===== src/rtl/aurora_pkg.sv =====
// Shared constants, state type and block encoder for the Aurora 64b/66b
// block framer.
package aurora_pkg;

    localparam logic [1:0] SYNC_DATA = 2'b01;
    localparam logic [1:0] SYNC_CTRL = 2'b10;

    localparam logic [7:0] BT_IDLE = 8'h78;
    localparam logic [7:0] BT_SEP  = 8'h1E;
    localparam logic [7:0] BT_SEP7 = 8'hE1;

    localparam logic [7:0] FLAG_NR = 8'h20;
    localparam logic [7:0] FLAG_CC = 8'h80;

    localparam logic [3:0] FULL_DATA = 4'h8;

    localparam logic [65:0] IDLE_BLK    = {SYNC_CTRL, BT_IDLE, 56'h0};
    localparam logic [65:0] NR_IDLE_BLK = {SYNC_CTRL, BT_IDLE, FLAG_NR, 48'h0};
    localparam logic [65:0] CC_BLK      = {SYNC_CTRL, BT_IDLE, FLAG_CC, 48'h0};

    typedef enum logic [1:0] {
        ST_NOT_READY = 2'd0,
        ST_RUN       = 2'd1,
        ST_CC        = 2'd2
    } framer_state_t;

    // Invalid counts (9..15) map to a plain idle block.
    function automatic logic [65:0] encode_block(
        input logic [63:0] data,
        input logic [3:0]  bytes
    );
        logic [47:0] kept;
        kept = '0;
        for (int i = 0; i < 6; i++) begin
            if (4'(i) < bytes) kept[8*i +: 8] = data[8*i +: 8];
        end
        if (bytes == FULL_DATA)
            return {SYNC_DATA, data};
        else if (bytes == 4'd7)
            return {SYNC_CTRL, BT_SEP7, data[55:0]};
        else if (bytes < 4'd7)
            return {SYNC_CTRL, BT_SEP, {4'h0, bytes}, kept};
        else
            return IDLE_BLK;
    endfunction

endpackage


===== src/rtl/aurora_cc_timer.sv =====
// Clock-compensation scheduler: counts RUN blocks up to CC_PERIOD and
// CC blocks up to CC_LENGTH per burst.
module aurora_cc_timer #(
    parameter int CC_PERIOD = 5000,
    parameter int CC_LENGTH = 3
) (
    input  logic clk,
    input  logic rst,
    input  logic clear,
    input  logic run_tick,
    input  logic cc_tick,
    output logic expire,
    output logic burst_done
);

    localparam int PW = $clog2(CC_PERIOD + 1);
    localparam int BW = $clog2(CC_LENGTH + 1);

    logic [PW-1:0] period_cnt;
    logic [BW-1:0] burst_cnt;

    assign expire     = (period_cnt == PW'(CC_PERIOD - 1));
    assign burst_done = (burst_cnt == BW'(CC_LENGTH - 1));

    // Period count parks at terminal during the burst and reloads on exit.
    always_ff @(posedge clk) begin
        if (rst || clear) begin
            period_cnt <= '0;
            burst_cnt  <= '0;
        end else begin
            if (run_tick && !expire) period_cnt <= period_cnt + PW'(1);
            if (cc_tick) begin
                if (burst_done) begin
                    burst_cnt  <= '0;
                    period_cnt <= '0;
                end else begin
                    burst_cnt <= burst_cnt + BW'(1);
                end
            end
        end
    end

endmodule


===== src/rtl/aurora_block_framer.sv =====
// Aurora 64b/66b block framer with payload handshake and idle generation.
// Clock-compensation bursts are built only when AURORA_CC_EN is defined.
module aurora_block_framer
    import aurora_pkg::*;
#(
    parameter int CC_PERIOD = 5000,
    parameter int CC_LENGTH = 3
) (
    input  logic        Clk,
    input  logic        Rst,
    input  logic        LaneReady,
    input  logic [63:0] DataToSend,
    input  logic [3:0]  BytesToSend,
    input  logic        SendBlock,
    output logic        BlockSent,
    input  logic        TxReady,
    output logic [65:0] BlockOut,
    output logic        ErrInvalidBytes
);

    framer_state_t state, state_nxt;
    logic [65:0]   block_nxt;
    logic          accept;

`ifdef AURORA_CC_EN
    logic cc_expire;
    logic cc_done;

    aurora_cc_timer #(
        .CC_PERIOD (CC_PERIOD),
        .CC_LENGTH (CC_LENGTH)
    ) u_cc_timer (
        .clk        (Clk),
        .rst        (Rst),
        .clear      (state == ST_NOT_READY),
        .run_tick   (state == ST_RUN && TxReady),
        .cc_tick    (state == ST_CC && TxReady),
        .expire     (cc_expire),
        .burst_done (cc_done)
    );
`endif

    always_comb begin
        state_nxt = state;
        block_nxt = BlockOut;
        accept    = 1'b0;
        unique case (state)
            ST_NOT_READY: begin
                if (TxReady) block_nxt = NR_IDLE_BLK;
                if (LaneReady) state_nxt = ST_RUN;
            end
            ST_RUN: begin
                if (TxReady) begin
`ifdef AURORA_CC_EN
                    // Expiry beats a pending payload; it waits out the burst.
                    if (cc_expire) begin
                        block_nxt = IDLE_BLK;
                        state_nxt = ST_CC;
                    end else
`endif
                    if (SendBlock && !BlockSent) begin
                        accept    = 1'b1;
                        block_nxt = encode_block(DataToSend, BytesToSend);
                    end else begin
                        block_nxt = IDLE_BLK;
                    end
                end
            end
`ifdef AURORA_CC_EN
            ST_CC: begin
                if (TxReady) begin
                    block_nxt = CC_BLK;
                    if (cc_done) state_nxt = ST_RUN;
                end
            end
`endif
            default: state_nxt = ST_NOT_READY;
        endcase
        if (!LaneReady) state_nxt = ST_NOT_READY;
    end

    always_ff @(posedge Clk) begin
        if (Rst) begin
            state           <= ST_NOT_READY;
            BlockOut        <= NR_IDLE_BLK;
            BlockSent       <= 1'b0;
            ErrInvalidBytes <= 1'b0;
        end else begin
            state     <= state_nxt;
            BlockOut  <= block_nxt;
            BlockSent <= accept;
            if (accept && BytesToSend > FULL_DATA) ErrInvalidBytes <= 1'b1;
        end
    end

endmodule

===== config.mk =====
export PLATFORM = sky130hd
export DESIGN_NAME = aurora_block_framer
export DESIGN_NICKNAME = d
export VERILOG_FILES = /design/src/rtl/aurora_pkg.sv /design/src/rtl/aurora_cc_timer.sv /design/src/rtl/aurora_block_framer.sv
export SDC_FILE = /design/constraint.sdc
export NUM_CORES = 1
export LEC_CHECK = 0
export ABC_AREA = 1
export CAP_MARGIN = 30
export CORE_UTILIZATION = 30
export CTS_BUF_LIST = sky130_fd_sc_hd__clkbuf_2 sky130_fd_sc_hd__clkbuf_4 sky130_fd_sc_hd__clkbuf_8
export DETAILED_ROUTE_END_ITERATION = 10
export HOLD_SLACK_MARGIN = 0.15
export PLACE_DENSITY_LB_ADDON = 0.3
export REMOVE_ABC_BUFFERS = 1
export SLEW_MARGIN = 40
export SYNTH_ARGS = -nofsm -noshare
export SYNTH_HDL_FRONTEND = slang
export SYNTH_SLANG_ARGS = --single-unit

===== constraint.sdc =====
create_clock -name Clk -period 2.1 [get_ports Clk]
set_input_delay 0.63 -clock Clk [delete_from_list [all_inputs] [get_ports Clk]]
set_output_delay 0.63 -clock Clk [all_outputs]
set_load 0.05 [all_outputs]

# ---- Word level (Yosys, flattened, before mapping)
# Cells that the tools add are included.
dict set report word_totals {
  input_bits 73
  wordCells 42
  output_inout_bits 68
  register_bits 70
}
dict set report op_classes {
  n_mux 17
  n_lt_le_gt_ge 8
  eq_ne 5
  n_bitwise 1
  n_reduce_logical 7
}
# op n
set ops {}
lappend ops {{66-bit two-way mux} 4}
lappend ops {{66-bit one-hot mux with 2 select lines} 1}
lappend ops {{64-bit two-way mux} 1}
lappend ops {{63-bit two-way mux} 1}
lappend ops {{8-bit two-way mux} 6}
lappend ops {{1-bit by 4-bit less-than comparator with 1-bit output, first input constant} 2}
lappend ops {{2-bit by 4-bit less-than comparator with 1-bit output, first input constant} 2}
lappend ops {{3-bit by 4-bit less-than comparator with 1-bit output, first input constant} 2}
lappend ops {{4-bit by 3-bit equality test with 1-bit output, second input constant} 1}
lappend ops {{4-bit equality test, second input constant} 1}
lappend ops {{4-bit greater-than comparator, second input constant} 1}
lappend ops {{4-bit by 3-bit less-than comparator with 1-bit output, second input constant} 1}
lappend ops {{2-bit inequality test, second input constant} 2}
lappend ops {{2-bit one-hot mux with 2 select lines} 1}
lappend ops {{1-bit two-way mux} 3}
lappend ops {{3-bit AND reduction} 1}
lappend ops {{2-bit by 1-bit equality test with 1-bit output, second input constant} 1}
lappend ops {{1-bit logical AND} 2}
lappend ops {{2-bit logical NOT} 1}
lappend ops {{2-bit nonzero test} 1}
lappend ops {{2-bit OR reduction} 1}
lappend ops {{1-bit logical NOT} 1}
lappend ops {{1-bit NOT} 1}

# ---- Depth between registers and ports, before layout
dict set report depth {
  depth_word 8
  mapped_depth 9
  ltp_nobuf 8
}

# ---- Least setup slack after synthesis
# No wires, ideal clock.
dict set report synth_timing {
  path_type {in2reg}
  startpoint {input Rst}
  endpoint {register BlockOut[18]}
  setup_ns 0.132
  slack_ns 0.590
  required_ns 1.968
  cell_stages 4
  path_buffers 3
  arrival_time_ns 1.378
  cell_sequence {buf_2 -> clkbuf_1 -> clkbuf_1 -> a21oi_1}
}
# element line_no
set synth_rtl {}
lappend synth_rtl {{start, declared} aurora_block_framer.sv:10} ;# input logic Rst,
lappend synth_rtl {{end signal, assigned} aurora_block_framer.sv:90} ;# BlockOut <= block_nxt;
lappend synth_rtl {{end, declared} aurora_block_framer.sv:17} ;# output logic [65:0] BlockOut,
# No word-level cell between the ends.

# ---- Worst setup path in the final report
dict set report layout_timing {
  startpoint {register BlockOut[28]}
  endpoint {output BlockOut[28]}
}
# No word-level cell between the ends.

==> flow_summary.toml <==
[run_status]
status = "finished, final reports clean"

[setup_path]
critical_path_class = "reg2out"
max_stage_delay_ns = 0.54
crit_cells = 1
r2r-end = "BlockOut[34]"
crit_path_start = "BlockOut[28]"
arrival_ns = 1.22
r2r_cells = 6
r2r_slack_ns = 0.77
path_delay_family = "buffers and inverters"
crit_end = "BlockOut[28]"
end_kind = "output pin"
cp_slowest_cell = "dlygate4sd2_1"
path_buf_inv = 1
cp_max_fo = 2
crit_required_ns = 1.47
r2r_start = "BlockSent"
critPathLaunchType = "flip-flop"
crit_chain = "dlygate4sd2_1"

[floorplan]
core_um2 = 9420
fp.dieH_um = 101
io_pins = 141
start_util = 0.315
rows = 35
die_area_um2 = 10300
fp.dieW_um = 101

[cells_and_area]
fin_area_um2 = 4680
fin_nets = 604
drive_above_1_share = 0.224
synthToLayoutAreaGrowth_pct = 57.7
diodes = 0
num-fill-cells = 940
final_util = 0.497

[timing]
setup_viol = 0
rsz0062_at_grt = "no"
post-route-worst-setup-slack_ns = 0.251
hold_ws_ns = 0.464
fin_skew_ns = 0.0135
max_freq_ghz = 0.541
slew_headroom = 0.664
period_share = 0.880
period_minus_slack_ns = 1.85
finalHoldViolations = 0
worstMarginPinSlew_ns = 0.506
final_max_slew_viol_count = 0

[placed_design]
dp_hpwl_um = 6100
place.port_buffers = 140
place.gp.congestion = 0.829
dp_slack_ns = -0.00145
dpl-instance-area_um2 = 4470

[clock_network]
cts-buffers-inserted = 9
clockBufferDepth = 2
clock-sinks = 69
cts_root_buf = "clkbuf_8"
postCtsSetupRepairBufs = 0
cts_max_level = 3
cts_tree = "done"
clk_pin_slew_ns = 0.09
worstSkewPairLatency_ns = 0.34

[synth]
netlist_instances = 384
ys_seq_elements = 69
ys_seq_area_frac = 0.466
synth_warnings = 0
synthesis.area_um2 = 2960
synthDistinctLibCells = 28
avgSynthCellArea_um2 = 7.72

[global_routing]
grt_usage = 0.160
grt_pass1_wl_um = 12900
antenna_found_initial = 0
first_global_vias = 2852
grt_overflow = 0
grt_max_degree = 43

[power_and_ir_drop]
p_leak_nw = 1.96
irDropWorstVdd_mv = 0.377
power.density_nw_per_um2 = 632
finalPower_mw = 2.96

[detailed_routing]
drt-total-wl_um = 8270
ant_nets = 0
via_count = 2997
dr.pass1.iters = 4
wl_per_cell_um = 12.4
drc = 0
viasPerCell = 4.51
first_iter_violations = 102

[hold_path]
timing.hold.worst_path_depth = 2
worstHoldPathType = "reg2reg"

[job]
drv_cap = 0
-- logic make-up (layout without fill, tap and decap cells) --
family | Yosys count | count (layout) | synth area share
AND/OR/NAND/NOR | 199 | 199 | 0.341
flip-flops | 69 | 69 | 0.466
AO/OA/AOI/OAI | 65 | 65 | 0.113
buffers and inverters | 51 | 203 | 0.0794
-- metrics by stage --
step                      setup TNS (ns)  cells
after global placement                 0    649
after CTS                              0    665
after global routing                   0    665
after detailed placement        -0.00145    649
after floorplan                   -20.05    363
final                                  0    665
-- cells in the mapped netlist --
library cell | instances | area share
a21oi_1 | 57 | 0.096
a31oi_1 | 1 | 0.0021
and3_1 | 1 | 0.0021
buf_2 | 2 | 0.0034
buf_4 | 1 | 0.0025
buf_6 | 5 | 0.019
clkbuf_1 | 13 | 0.016
clkinv_1 | 1 | 0.0013
dfxtp_1 | 69 | 0.47
inv_1 | 26 | 0.033
inv_2 | 3 | 0.0038
nand2_1 | 103 | 0.13
nand2_2 | 4 | 0.0084
nand2_4 | 3 | 0.011
nand2_8 | 1 | 0.0068
nand3_1 | 35 | 0.059
nand3_2 | 17 | 0.057
nand3_4 | 1 | 0.0059
nand3b_1 | 2 | 0.0051
nand4_4 | 1 | 0.0072
nor2_1 | 25 | 0.032
nor2_2 | 2 | 0.0042
nor2_4 | 2 | 0.0076
o21ai_0 | 1 | 0.0017
o21ai_1 | 3 | 0.0051
o21ai_2 | 1 | 0.0030
o21bai_1 | 2 | 0.0051
or2_2 | 2 | 0.0042
-- cells in the final DEF, fill, tap and decap left out, types with 4 or more instances in the layout --
master / instances
a21oi_1: 57
buf_12: 5
buf_4: 61
clkbuf_8: 9
clkdlybuf4s50_1: 71
dfxtp_1: 69
dlygate4sd2_1: 19
inv_1: 26
inv_6: 4
nand2_1: 103
nand2_2: 4
nand3_1: 35
nand3_2: 17
nor2_1: 25
-- what timing repair did --
item	CTS	global route
gates resized for setup	19	0
hold buffers	0	0
setup endpoints to repair	19	0
-- state kept, by name, indices dropped and copies added, names as in the netlist --
register / flops
BlockOut: 66
state: 1
BlockSent: 1
ErrInvalidBytes: 1
-- worst min-delay path, cell delays in order (launching register included) --
cell     delay (ns)
dfxtp_1        0.31
nand2_1        0.06
a21oi_1        0.05
-- where the power goes --
group / internal, mW / total, mW / switching [mW]
registers: 1.32 / 1.33 / 0.00742
clock network: 0.688 / 1.24 / 0.551
logic: 0.190 / 0.391 / 0.201
total: 2.20 / 2.96 / 0.759
-- per-layer routing --
layer  up-vias  share of wire  GRT usage
li1       1534              -          -
met3        13          0.073     0.0442
met1      1349           0.45      0.191
met2       101           0.47      0.273
met4         0          0.015     0.0647
met5         -              0          0
-- layout make-up --
cell class,count,area (um^2),share of cell area
clock buffer,9,124,0.0265
clock inverter,7,104,0.0222
inverter,30,113,0.0241
multi-input combinational,264,1350,0.289
sequential,69,1380,0.295
tap,129,161,0.0345
timing repair buffer,157,1440,0.308
-- how the worst min path moves through the flow --
stage,start,to,slack (ns)
floorplan,state[0],BlockOut[53],0.57
global placement,BlockOut[28],BlockOut[28],0.45
finish,BlockOut[27],BlockOut[27],0.46
detailed placement,BlockOut[27],BlockOut[27],0.45
CTS,BlockOut[27],BlockOut[27],0.47
global route,BlockOut[39],BlockOut[39],0.48
(Power assumes the default switching activity.)
